`src/rtl/hazard_pkg.sv`:
```
// rtl/hazard_pkg.sv - shared state encoding and parameter defaults for the hazard controller
package hazard_pkg;

  typedef enum logic [1:0] {
    ST_RUN      = 2'd0,
    ST_MEM_WAIT = 2'd1,
    ST_FLUSH    = 2'd2
  } hz_state_e;

  localparam int MEM_TIMEOUT_DEF = 255;
  localparam int FLUSH_DEPTH_DEF = 1;

endpackage

```
`src/rtl/hazard_perf_cnt.sv`:
```
// rtl/hazard_perf_cnt.sv - saturating 16-bit stall and flush event counters
module hazard_perf_cnt
  import hazard_pkg::*;
(
  input  logic        clock,
  input  logic        nreset,
  input  logic        stall_inc,
  input  logic        flush_inc,
  output logic [15:0] stall_cycles,
  output logic [15:0] flush_events
);

  logic [15:0] stall_cnt_q, stall_cnt_d;
  logic [15:0] flush_cnt_q, flush_cnt_d;

  always_comb begin
    stall_cnt_d = stall_cnt_q;
    flush_cnt_d = flush_cnt_q;
    if (stall_inc && stall_cnt_q != 16'hFFFF) stall_cnt_d = stall_cnt_q + 16'd1;
    if (flush_inc && flush_cnt_q != 16'hFFFF) flush_cnt_d = flush_cnt_q + 16'd1;
  end

  always_ff @(posedge clock or negedge nreset) begin
    if (!nreset) begin
      stall_cnt_q <= 16'd0;
      flush_cnt_q <= 16'd0;
    end else begin
      stall_cnt_q <= stall_cnt_d;
      flush_cnt_q <= flush_cnt_d;
    end
  end

  assign stall_cycles = stall_cnt_q;
  assign flush_events = flush_cnt_q;

endmodule

```
`src/rtl/hazard_ctl.sv`:
```
// rtl/hazard_ctl.sv - pipeline hazard controller: load-use bubbles, MEM waits with timeout, branch flush.
// Optional perf counters enabled by macro HAZARD_PERF_CNT_EN.
module hazard_ctl
  import hazard_pkg::*;
#(
  parameter int MEM_TIMEOUT = MEM_TIMEOUT_DEF,
  parameter int FLUSH_DEPTH = FLUSH_DEPTH_DEF
) (
  input  logic        clock,
  input  logic        nreset,
  input  logic [4:0]  id_rs_top,
  input  logic        id_rs_top_valid,
  input  logic [4:0]  id_rs_bot,
  input  logic        id_rs_bot_valid,
  input  logic [4:0]  ex_dest_reg,
  input  logic        ex_is_load,
  input  logic        ex_branch_taken,
  input  logic        mem_req,
  input  logic        mem_ready,
  output logic        front_hold,
  output logic        if_id_flush,
  output logic        id_ex_stall,
  output logic        id_ex_hold,
  output logic        ex_mem_hold,
  output logic        mem_timeout,
  output logic [15:0] stall_cycles,
  output logic [15:0] flush_events
);

  hz_state_e  state_q, state_d;
  logic [7:0] wait_cnt_q, wait_cnt_d;
  logic [1:0] flush_cnt_q, flush_cnt_d;
  logic       load_use;
  logic       mem_busy;

  assign load_use = ex_is_load &&
                    ((id_rs_top_valid && id_rs_top == ex_dest_reg) ||
                     (id_rs_bot_valid && id_rs_bot == ex_dest_reg));
  assign mem_busy = mem_req && !mem_ready;

  always_comb begin
    state_d     = state_q;
    wait_cnt_d  = wait_cnt_q;
    flush_cnt_d = flush_cnt_q;
    front_hold  = 1'b0;
    if_id_flush = 1'b0;
    id_ex_stall = 1'b0;
    id_ex_hold  = 1'b0;
    ex_mem_hold = 1'b0;
    mem_timeout = 1'b0;
    // Outputs are gated by reset too, so combinational terms read 0 during reset.
    if (nreset) begin
      unique case (state_q)
        ST_RUN: begin
          if (mem_busy) begin
            front_hold  = 1'b1;
            id_ex_hold  = 1'b1;
            ex_mem_hold = 1'b1;
            wait_cnt_d  = 8'd0;
            state_d     = ST_MEM_WAIT;
          end else if (ex_branch_taken) begin
            if_id_flush = 1'b1;
            id_ex_stall = 1'b1;
            flush_cnt_d = 2'(FLUSH_DEPTH);
            state_d     = ST_FLUSH;
          end else if (load_use) begin
            front_hold  = 1'b1;
            id_ex_stall = 1'b1;
          end
        end
        ST_MEM_WAIT: begin
          front_hold  = 1'b1;
          id_ex_hold  = 1'b1;
          ex_mem_hold = 1'b1;
          wait_cnt_d  = wait_cnt_q + 8'd1;
          if (mem_ready) begin
            state_d = ST_RUN;
          end else if (wait_cnt_q == 8'(MEM_TIMEOUT - 1)) begin
            mem_timeout = 1'b1;
            state_d     = ST_RUN;
          end
        end
        ST_FLUSH: begin
          if_id_flush = 1'b1;
          flush_cnt_d = flush_cnt_q - 2'd1;
          if (flush_cnt_q == 2'd1) state_d = ST_RUN;
        end
        default: state_d = ST_RUN;
      endcase
    end
  end

  always_ff @(posedge clock or negedge nreset) begin
    if (!nreset) begin
      state_q     <= ST_RUN;
      wait_cnt_q  <= 8'd0;
      flush_cnt_q <= 2'd0;
    end else begin
      state_q     <= state_d;
      wait_cnt_q  <= wait_cnt_d;
      flush_cnt_q <= flush_cnt_d;
    end
  end

`ifdef HAZARD_PERF_CNT_EN
  // flush and stall together only occur on the RUN-to-FLUSH cycle.
  logic flush_evt;
  assign flush_evt = if_id_flush && id_ex_stall;

  hazard_perf_cnt u_perf_cnt (
    .clock        (clock),
    .nreset       (nreset),
    .stall_inc    (front_hold),
    .flush_inc    (flush_evt),
    .stall_cycles (stall_cycles),
    .flush_events (flush_events)
  );
`else
  assign stall_cycles = 16'd0;
  assign flush_events = 16'd0;
`endif

endmodule

```
`config.mk`:
```
export PLATFORM = sky130hd
export DESIGN_NAME = hazard_ctl
export DESIGN_NICKNAME = d
export VERILOG_FILES = /design/src/rtl/hazard_pkg.sv /design/src/rtl/hazard_perf_cnt.sv /design/src/rtl/hazard_ctl.sv
export SDC_FILE = /design/constraint.sdc
export NUM_CORES = 1
export LEC_CHECK = 0
export CORE_ASPECT_RATIO = 1.4
export CORE_MARGIN = 2
export CORE_UTILIZATION = 30
export DETAILED_ROUTE_END_ITERATION = 7
export PLACE_DENSITY = 0.73
export SLEW_MARGIN = 25
export SYNTH_ARGS = -nofsm -noshare
export SYNTH_HDL_FRONTEND = slang
export SYNTH_SLANG_ARGS = --single-unit
```
`constraint.sdc`:
```
create_clock -name clock -period 1.6 [get_ports clock]
set_input_delay 0.4 -clock clock [delete_from_list [all_inputs] [get_ports clock]]
set_output_delay 0.4 -clock clock [all_outputs]
set_load 0.02 [all_outputs]
```
==> results of run 1 <==
==> worst max-delay path by stage <==
stage	startpoint	end	slack, ps
after floorplan	id_rs_top[4]	front_hold	-170
after detailed placement	ex_dest_reg[4]	front_hold	-1220
after global placement	ex_dest_reg[4]	front_hold	-1180
after CTS	ex_dest_reg[1]	front_hold	-490
after global routing	id_rs_top[1]	front_hold	-450
final	id_rs_top[1]	front_hold	-400
==> cells in the mapped netlist (all sizes together) (2+ instances only) <==
library cell  instances
xor2                 14
nand2                 7
o21ai                 6
and4                  2
nor2                  9
nor3                  3
nor4                  2
inv                   6
nor2b                 4
nand2b                2
o211ai                2
o2111ai               3
ha                    3
or3                   2
buf                  35
dfrtp                12
nand4                 2
a21oi                 2
a31oi                 2
==> layout by cell type, fill, tap and decap left out, types with 2 or more instances in the layout <==
| cell type | Yosys | layout |
|---|---|---|
| sky130_fd_sc_hd__buf_4 | 33 | 43 |
| sky130_fd_sc_hd__conb_1 | 1 | 32 |
| sky130_fd_sc_hd__buf_6 | 0 | 12 |
| sky130_fd_sc_hd__dfrtp_1 | 12 | 11 |
| sky130_fd_sc_hd__xor2_1 | 14 | 9 |
| sky130_fd_sc_hd__nor2_1 | 9 | 7 |
| sky130_fd_sc_hd__nand2_1 | 7 | 6 |
| sky130_fd_sc_hd__dlymetal6s2s_1 | 0 | 6 |
| sky130_fd_sc_hd__xor2_2 | 0 | 5 |
| sky130_fd_sc_hd__inv_1 | 6 | 4 |
| sky130_fd_sc_hd__o21ai_0 | 6 | 4 |
| sky130_fd_sc_hd__buf_2 | 2 | 4 |
| sky130_fd_sc_hd__nor2b_4 | 0 | 3 |
| sky130_fd_sc_hd__o2111ai_1 | 3 | 3 |
| sky130_fd_sc_hd__ha_1 | 3 | 3 |
| sky130_fd_sc_hd__clkbuf_8 | 0 | 3 |
| sky130_fd_sc_hd__dlygate4sd2_1 | 0 | 3 |
| sky130_fd_sc_hd__nand4_1 | 2 | 2 |
| sky130_fd_sc_hd__nor3_2 | 1 | 2 |
| sky130_fd_sc_hd__inv_2 | 0 | 2 |
| sky130_fd_sc_hd__nand2b_1 | 2 | 2 |
| sky130_fd_sc_hd__a31oi_2 | 0 | 2 |
| sky130_fd_sc_hd__clkbuf_2 | 0 | 2 |
| sky130_fd_sc_hd__clkdlybuf4s50_1 | 0 | 2 |
==> repair_timing <==
action                                  4_1_cts  5_1_grt
endpoints found under the setup margin        8        7
pin swaps                                    17       15
gates resized for setup                     104       22
setup buffers                                 8        7
==> cells by family after synthesis <==
kind of cell / Yosys count / synth area share (%)
AO/OA/AOI/OAI: 19 / 12.50
XOR/XNOR: 15 / 12.04
adder cells (fa/ha/maj): 3 / 3.441
buffers and inverters: 42 / 26.03
flip-flops: 12 / 27.52
other: 1 / 0.3437
AND/OR/NAND/NOR: 37 / 18.12
==> worst max-delay path: cells and delay by family <==
family	cells	cell delay, ps
AOI/OAI and AO/OA	1	240
xor gates and xnor gates	1	170
buffers and inverters	2	290
and+or+nand+nor	2	500
==> cell type report <==
cell class,instances,share of cell area [%]
clock buffer,3,2.249
inverter,6,1.227
multi-input combinational,106,42.74
sequential,12,16.43
tap,40,2.727
timing repair buffer,74,34.63
==> state kept, by name (all words and copies together), names as in the netlist <==
| signal | flops |
|---|---|
| wait_cnt_q | 8 |
| flush_cnt_q | 2 |
| state_q | 2 |
==> power by group through the flow <==
stage                     Clock (mW)  Sequential (mW)  Combinational, mW
after floorplan                    0            0.456              0.458
final                          0.282            0.448               1.02
after global routing           0.297            0.457               1.11
after global placement             0            0.437              0.784
after detailed placement           0            0.440              0.795
after CTS                      0.280            0.445              0.935
==> layer usage <==
layer  global-route usage [%]  up-vias  share of wire [%]
li1                         -      515                  -
met1                    15.89      499                 37
met2                    27.12       40                 56
met3                    1.961        4                5.1
met4                    6.504        0                1.7
met5                        0        -                  0
==> run summary, run 1 <==
The number of standard-cell rows in the floorplan came out at 25. Of all nets on the critical path, the largest fanout is 2. The signal on the critical path passes through buf_6 -> xor2_2 -> nor4_2 -> nand4_1 -> o41ai_4 -> buf_4.

The maximum ir drop on the vdd rail is 0.0005518 V. The buffer cell driving the clock tree root is sky130_fd_sc_hd__clkbuf_8. The count of TritonRoute iterations in the first routing pass came out at 4. The run finished, with violations left.

Dividing the detail-routed wire length by the instance count gives 11.87 µm. The sequential element share of the synthesized area is 27.52%. The global placer's final weighted congestion is 0.8746.

The fmax came out at 0.5011 GHz. The number of nets in the finished design came out at 229. The switching power total came out at 0.6738 mW. The proportion of total power due to net switching is 38.47%. The port buffer count is 28.

The total power is 1.751 mW. The minimum clock period after layout came out at 1995 ps. The post-place instance area came out at 1575 µm².

The startpoint identified for the worst register-to-register timing path is state_q[1]$_DFFE_PN0P_. The average cell area after synthesis is 8.458 µm². The sequential power share is 25.6%. The setup total negative slack is -972.8 ps. The DRC violation count after routing is 0. The DRC violation total after the first TritonRoute iteration came out at 11.

By startpoint and endpoint, the worst setup path is classified as input port to primary output. Across the routed clock network, the largest skew measured is 7.659 ps. The number of antenna violations at the first check in global routing came out at 0.

The worst reg-to-reg path cell count came out at 7. Summed over its instances, the top area cell type makes up 27.52% of the synthesized netlist area. The die outline area came out at 4142 µm². After filler insertion, the fill cell instance count of the layout stands at 311. The number of distinct library cells after synthesis is 33. The first-pass GRT wire length came out at 4436 µm.

Setup violations remaining at the end of the flow were counted as 6. The total number of yosys warnings is 0. The number of max-cap violations came out at 0. The number of global-route vias before repair is 1050. The required time at the endpoint of the critical path is 1200 ps.

The checks that failed: negative setup slack. The largest area contributor in the netlist is sky130_fd_sc_hd__dfrtp_1. The number of enable flip-flop cells after synthesis came out at 0. On the worst path, the slowest cell contributes a delay of 280 ps.

The leakage component of the power is 0.9690 nW. After clock tree synthesis, the clock-pin slew on the worst setup and hold paths is 60 ps. Combinational cells account for 58.3% of the total power. In this run the number of H-tree levels came out at 1. The proportion of power drawn by the clock network is 16.1%. The area added between synthesis and finish is 68.23%. The total via count in the routed design came out at 1058. Among all flip-flop cells after synthesis, the most frequent one is sky130_fd_sc_hd__dfrtp_1. Summing every instance area after synthesis gives 1091 µm². The terminus of the critical flop-to-flop path is wait_cnt_q[4]$_DFFE_PN0P_. The instance count of the mapped netlist is 129. Summing all multi-input logic gate instances after layout gives 784.5 µm². The kind of start point of the critical path is an input port. The async set or reset register ratio after synthesis came out at 100.0%. The number of cells in the finished layout apart from fillers came out at 241. Counting every sink on the clock net gives 12. In this run the power density over the cells is 954.2 nW/µm². The maximum clock insertion buffer count came out at 2.

STA classifies the critical path endpoint as a primary output. The count of state elements after synthesis is 12. The vertical die dimension is 75.36 µm. The pin count of the biggest net entering global routing is 11. The data arrival time of the critical path came out at 1600 ps. The path class of the tightest hold or removal check is input port to async pin. The worst hold slack came out at 220.6 ps. The chip width came out at 54.97 µm.

The number of top-level design ports is 61. The utilization after layout is 53.35%. For flop-to-flop paths, the worst setup slack is 60 ps. In the post-route analysis, the smallest setup slack over all paths is -395.5 ps. The area of all placed cells without fillers came out at 1836 µm². In this run, post-CTS hold repair placed 0 buffers. The antenna diode count is 0.

TritonCTS built the clock tree. Using the TritonRoute via totals, the vias-per-cell ratio works out to 4.390. The starting utilization of the core area is 31.71%. The portion of the clock cycle consumed by the worst path in the final layout is 124.7%. Ranked by total cell area, the synthesized netlist is headed by sky130_fd_sc_hd__dfrtp_1, sky130_fd_sc_hd__buf_4, sky130_fd_sc_hd__xor2_1. The instance count after placement with tap cells included came out at 227. The setup slack after placement came out at -1216 ps. The number of CTS-inserted buffers is 3.

Setup repair after global routing could not meet its margin everywhere. The post-route antenna net violation count is 0. The half-perimeter wire length after placement came out at 2034 µm.

After detailed routing, the total wire length is 2860 µm. The largest individual stage delay along the critical path comes from the cell sky130_fd_sc_hd__nor4_2. The total congestion overflow after global routing is 0.

The number of max-slew violations in the final report came out at 0. The internal portion of the total power is 1.078 mW. The sequential cells in the finished layout cover a total of 301.5 µm². The insertion delay of the later-clocked pin in the worst-skew pair came out at 250 ps. The floorplan step defined a core boundary enclosing 3441 µm². For this run, the total global-route usage over all layers was measured as 14.61%.

In the final layout, the share of cells above drive strength 1 is 46.77%. The final number of hold-violating endpoints is 0.
(Power assumes the default switching activity.)
==> run 2, diff against run 1 <==
--- a/config.mk
+++ b/config.mk
@@ -9,7 +9,7 @@
 export CORE_MARGIN = 2
 export CORE_UTILIZATION = 30
 export DETAILED_ROUTE_END_ITERATION = 7
-export PLACE_DENSITY = 0.73
+export PLACE_DENSITY = 0.69
 export SLEW_MARGIN = 25
 export SYNTH_ARGS = -nofsm -noshare
 export SYNTH_HDL_FRONTEND = slang
==> run summary, run 2 (synthesis results as in run 1) <==
The number of cells in the finished layout apart from fillers was 241 (unchanged). Most frequent cells in the layout: sky130_fd_sc_hd__buf_4, sky130_fd_sc_hd__conb_1, sky130_fd_sc_hd__buf_6, sky130_fd_sc_hd__xor2_1, sky130_fd_sc_hd__dfrtp_1 (was sky130_fd_sc_hd__buf_4, sky130_fd_sc_hd__conb_1, sky130_fd_sc_hd__buf_6, sky130_fd_sc_hd__dfrtp_1, sky130_fd_sc_hd__xor2_1). The instance count after placement with tap cells included is 225 (was 227).

The number of max-slew violations in the final report was 0 (unchanged). The number of endpoints failing setup at the final stage is 6 (unchanged). The worst flop-to-flop path startpoint is state_q[1]$_DFFE_PN0P_ (unchanged).

The highest fanout seen on the critical path was 2 (unchanged). The total wire length came out at 2920 µm (was 2860 µm). The data arrival time of the critical path came to 1590 ps (was 1600 ps). The number of antenna violations at the first check in global routing is 0 (unchanged). The chip width came to 54.97 µm (unchanged). The overall global routing resource usage came to 14.68% (was 14.61%). The post-route antenna net violation count came out at 0 (unchanged).

Violated checks: negative setup slack (unchanged). The cell with the largest stage delay on the worst path is sky130_fd_sc_hd__nor4_1 (was sky130_fd_sc_hd__nor4_2). The clock-pin slew on the worst setup and hold paths is 60 ps (about the same). The worst min-delay path category is input port to async pin (unchanged). The area added between synthesis and finish was 65.14% (was 68.23%). The sink count of the clock tree came to 12 (unchanged).

The flip-flop count of the largest register after layout is 8 (unchanged). The count of TritonRoute iterations in the first routing pass came out at 4 (unchanged). The terminus of the critical flop-to-flop path is wait_cnt_q[4]$_DFFE_PN0P_ (unchanged). The maximum clock insertion buffer count is 2 (unchanged). The fmax was 0.5019 GHz (was 0.5011 GHz).

The antenna diode count came to 0 (unchanged). The worst reg-to-reg path cell count came out at 7 (unchanged). Ordered list of cells on the worst path: clkbuf_2 -> xor2_1 -> nor4_1 -> nand4_1 -> buf_4 -> a31oi_2 -> buf_4 (was buf_6 -> xor2_2 -> nor4_2 -> nand4_1 -> o41ai_4 -> buf_4). Registers with the most flip-flops: wait_cnt_q: 8 flops, flush_cnt_q: 2 flops, state_q: 2 flops (unchanged).

The vertical die dimension is 75.36 µm (unchanged). The least setup slack across all paths after layout came out at -392.4 ps (was -395.5 ps). The final number of hold-violating endpoints is 0 (unchanged).

Result of the run: finished with violations (unchanged). The setup total negative slack was -1102 ps (was -972.8 ps). The number of CTS-inserted buffers is 3 (unchanged). The setup slack of the worst register-to-register path came to 70 ps (was 60 ps).

The post-place instance area came out at 1560 µm² (was 1575 µm²). The largest register by flop count is wait_cnt_q (unchanged). The final worst clock skew is 1.455 ps (was 7.659 ps). The kind of end point of the critical path is a primary output (unchanged). The minimum clock period after layout is 1992 ps (was 1995 ps). The number of global-route vias before repair came out at 992 (was 1050).

The layout filler cell count is 314 (was 311). The number of nets in the finished design is 228 (was 229). The critical path start-end classification is input port to primary output (unchanged).

The buffer cell driving the clock tree root is sky130_fd_sc_hd__clkbuf_8 (unchanged). The kind of start point of the critical path is an input port (unchanged). The starting utilization of the core area came to 31.71% (unchanged). The first-pass GRT wire length came out at 4402 µm (was 4436 µm). The portion of the clock cycle consumed by the worst path in the final layout is 124.5% (was 124.7%).

The via-per-instance ratio came out at 4.490 (was 4.390). The DRC violation total after the first TritonRoute iteration is 26 (was 11). The global placer's final weighted congestion came out at 0.8028 (was 0.8746). The required time at the endpoint of the critical path is 1200 ps (about the same).

The utilization after layout was 52.36% (was 53.35%). Unrepaired setup endpoints after global routing: true (unchanged). The port buffer count was 28 (unchanged). The pin count of the biggest net entering global routing is 11 (unchanged).

The fraction of layout cells with a size suffix above 1 is 43.28% (was 46.77%). Among the stages of the critical path, the cell type that occurs most often is sky130_fd_sc_hd__buf_4. The H-tree depth came out at 1 (unchanged).

The core outline area is 3441 µm² (unchanged). The maximum ir drop on the vdd rail came to 0.0006203 V (was 0.0005518 V). The DRC violation count after routing is 0 (unchanged). The number of top-level design ports came to 61 (unchanged).

The routed length per instance was 12.12 µm (was 11.87 µm). The half-perimeter wire length after placement came out at 2092 µm (was 2034 µm). The area of all placed cells without fillers is 1802 µm² (was 1836 µm²). The total congestion overflow after global routing is 0 (unchanged). The insertion delay of the later-clocked pin in the worst-skew pair came to 250 ps (about the same). The total power density per cell area was 1023 nW/µm² (was 954.2 nW/µm²). The total via count in the routed design came out at 1082 (was 1058). The highest cell delay on the worst timing path is 280 ps (about the same).

The leakage component of the power is 0.9690 nW (about the same). The die outline area came out at 4142 µm² (unchanged). The number of max-cap violations is 0 (unchanged). The number of standard-cell rows in the floorplan came out at 25 (unchanged).

The worst hold slack came out at 121.1 ps (was 220.6 ps). The commonest non-fill, non-tap cell in the layout is sky130_fd_sc_hd__buf_4 (unchanged). The clock tree from TritonCTS is yes (unchanged).
[run 2: how the worst max path moves through the flow]
stage,startpoint,end,slack [ps]
after detailed placement,ex_dest_reg[4],front_hold,-1200
after global placement,ex_dest_reg[4],front_hold,-1180
final,id_rs_top[4],id_ex_stall,-390
after CTS,ex_dest_reg[1],front_hold,-440
after global routing,id_rs_top[4],id_ex_stall,-470
after floorplan,id_rs_top[4],front_hold,-170
[run 2: critical path: cells and delay by family]
kind                   cells  cell delay (ps)
AO/OA/AOI/OAI              1              140
AND/OR/NAND/NOR            2              480
buffers and inverters      3              430
XOR/XNOR                   1              150
[run 2: per-stage QoR]
stage	power, mW	setup slack (ps)
5_1_grt	1.952	-469.4
3_5_place_dp	1.262	-1201
4_1_cts	1.715	-439.8
6_report	1.842	-392.4
2_1_floorplan	0.9135	-169.2
3_3_place_gp	1.239	-1182
[run 2: cell type report]
class	count	area [µm²]	share of cell area (%)
inverter	6	22.52	1.250
clock buffer	4	55.05	3.056
timing repair buffer	73	620.6	34.44
sequential	12	301.5	16.74
multi-input combinational	106	752.0	41.74
tap	40	50.05	2.778
[run 2: what timing repair did]
action,4_1_cts,5_1_grt
hold endpoints to repair,2,0
pin swaps,18,15
gates resized for setup,95,24
buffers inserted,6,7
endpoints found under the setup margin,17,7
hold buffers,1,0
[run 2: where the power goes]
part | total [mW] | internal, mW | switching (mW) | leakage (nW)
clock | 0.344 | 0.218 | 0.126 | 0.0288
sequential | 0.452 | 0.385 | 0.0673 | 0.158
combinational | 1.05 | 0.545 | 0.502 | 0.782
[run 2: layer usage]
layer  vias up  part of all wire, %  track usage, %
met3         7                  4.4          0.5882
met5         -                    0               0
met4         0                  2.3           8.130
met1       507                   37           17.56
met2        47                   56           25.66
li1        521                    -               -
==> patch (flow settings as in run 1) <==
Build with the macro `HAZARD_PERF_CNT_EN` defined.
--- a/src/rtl/hazard_ctl.sv
+++ b/src/rtl/hazard_ctl.sv
@@ -1,4 +1,6 @@
 // rtl/hazard_ctl.sv - pipeline hazard controller: load-use bubbles, MEM waits with timeout, branch flush.
 // Optional perf counters enabled by macro HAZARD_PERF_CNT_EN.
+`define HAZARD_PERF_CNT_EN
+
 module hazard_ctl
   import hazard_pkg::*;
Formal check against the unedited RTL: not equivalent (Yosys sat finds a counterexample within 4 cycles, from zero or initial values and one cycle with nreset low).
==> patch against run 1 <==
- the flow still finishes with violations (setup timing)
- routed wire length grew 130%
- final area grew 130%
- hold slack gained 0.096 ns
- total power grew to 2.5 times the old value
- setup slack gained 0.095 ns
- synthesized area grew 120%
- highest routed layer unchanged
- sequential cell count grew 32
- global-route usage grew 1.1 points
- utilization grew 2.0 points
- die area grew 110%
- register-to-register slack lost 0.36 ns
- critical path type is now flop to flop
==> patch: results (changes against run 1) <==
Outcome
  • Outcome: finished with violations
  • Failing checks: setup timing

Placement
  • Worst slack at placement: -1.092 ns (+0.1246 ns)
  • Placed cells: 451 (+99%)
  • GP Congestion: 0.7862 (-10%)
  • DP HPWL: 4.487 mm (+120%)
  • Buffers on Ports: 60 (+110%)
  • Post-Place Cell Area: 3762 µm² (+140%)

Synth
  • Multiplexer share of the synthesized area: 0.02389 (+0.02389)
  • YS warnings: 0 (unchanged)
  • Synth unique cells: 43 (+30%)
  • Post-Synth Adder-Cell Area: 0.02654 (-0.007864)
  • Synth top area cells: dfrtp_1 (47%), xnor2_1 (8.2%), xor2_1 (6.7%)
  • Most frequent cells after synthesis: dfrtp_1 (44), nand2_1 (24), xnor2_1 (22)
  • Sequential area share after synthesis: 0.4671 (+0.1919)
  • Post-synthesis compound-gate area fraction: 0.06316 (-0.06184)
  • XOR/XNOR Fraction of Synth Area: 0.1486 (+0.02821)
  • Mapped Cells: 227 (+76%)

Global routing
  • GR met3 Demand/Resource: 0.02980 (+0.01019)
  • Pin count of the biggest net entering global routing: 49 (+38)
  • First-pass GRT wire length: 10.56 mm (+140%)
  • GR Util met2: 0.2943 (+0.02310)
  • Vias in the first global route: 2319 (+120%)
  • Met1 usage: 0.1771 (+0.01822)
  • All-layer global routing usage: 0.1570 (+0.01086)

Setup path
  • Largest delay contributor family on the critical path: simple AND/OR/NAND/NOR gates
  • Worst path slowest cell: dfrtp_1
  • CP Max Fanout: 9 (+7)
  • Slowest stage delay, CP: 0.38 ns (+0.10 ns)
  • Reg2reg end: u_perf_cnt.stall_cycles[12]
  • Worst setup SP type: flop
  • Crit end category: flop

CTS
  • Post-cts sizing count: 167 (+61%)
  • Inserted Clock Buffers: 5 (+2)
  • Worst-path clk slew: 0.09 ns (+0.03 ns)
  • Clock Latency Late Sink: 0.30 ns (+0.05 ns)
  • Clock Root Buffer: clkbuf_8
  • Postcts setup bufs: 11 (+3)
  • Max H-tree Level: 2 (+1)

Finish
  • Final #Nets: 405 (+77%)
  • Share of cells above drive strength 1: 0.5291 (+0.06144)

Min path
  • Hold WC Path Type: input port to async pin

STA
  • Final setup fails: 33 (+27)
  • Worst Clk Skew: 0.01041 ns (+0.002748 ns)
  • Fin worst setup slack: -0.3002 ns (+0.09533 ns)
  • Sum Neg Setup Slack: -4.954 ns (-3.981 ns)
  • Hold Worst Slack: 0.3168 ns (+0.09615 ns)

Power
  • Sw frac: 0.3648 (-0.01991)
  • Int Power: 0.002787 W (+160%)
  • Flop pwr share: 0.341 (+0.085)
  • Peak supply drop: 0.0006224 V (+13%)
  • Clock power share: 0.194 (+0.033)
  • Leakage: 2.086 nW (+120%)

Route
  • Detailed Route WL: 6.479 mm (+130%)
  • DRT iter0 DRCs: 47 (+36)
  • DR WL/cell: 13.55 µm (+14%)
  • Vias/cell: 4.680 (+6.6%)
  • TritonRoute pass-1 iters: 4 (unchanged)

Floorplanning
  • Die Area: 8592 µm² (+110%)
-- patch: changes by cell type after synthesis, sizes merged, moves of 4 or more --
cell,before,now
xor2,14,18
mux2,0,5
xnor2,1,22
nor3,3,14
nand3,1,15
buf,35,2
nand2,7,24
dfrtp,12,44
nor2,9,16
nand4,2,12
-- patch: area by class of cell --
| class | instances | area (µm²) |
|---|---|---|
| inverter | 8 | 35.03 |
| multi-input combinational | 172 | 1665 |
| sequential | 44 | 1115 |
| clock inverter | 2 | 35.03 |
| tap | 100 | 125.1 |
| timing repair buffer | 146 | 1219 |
| fill | 674 | 3436 |
| clock buffer | 6 | 72.57 |
-- patch: routing by layer --
layer | up-vias | share of wire
met5 | - | 0
met4 | 0 | 0.012
met3 | 6 | 0.034
met2 | 52 | 0.57
met1 | 1090 | 0.39
li1 | 1089 | -
-- patch: worst min-delay path, stage by stage --
cell and delay [ns]:
buf_2 0.10, buf_4 0.11, buf_4 0.49
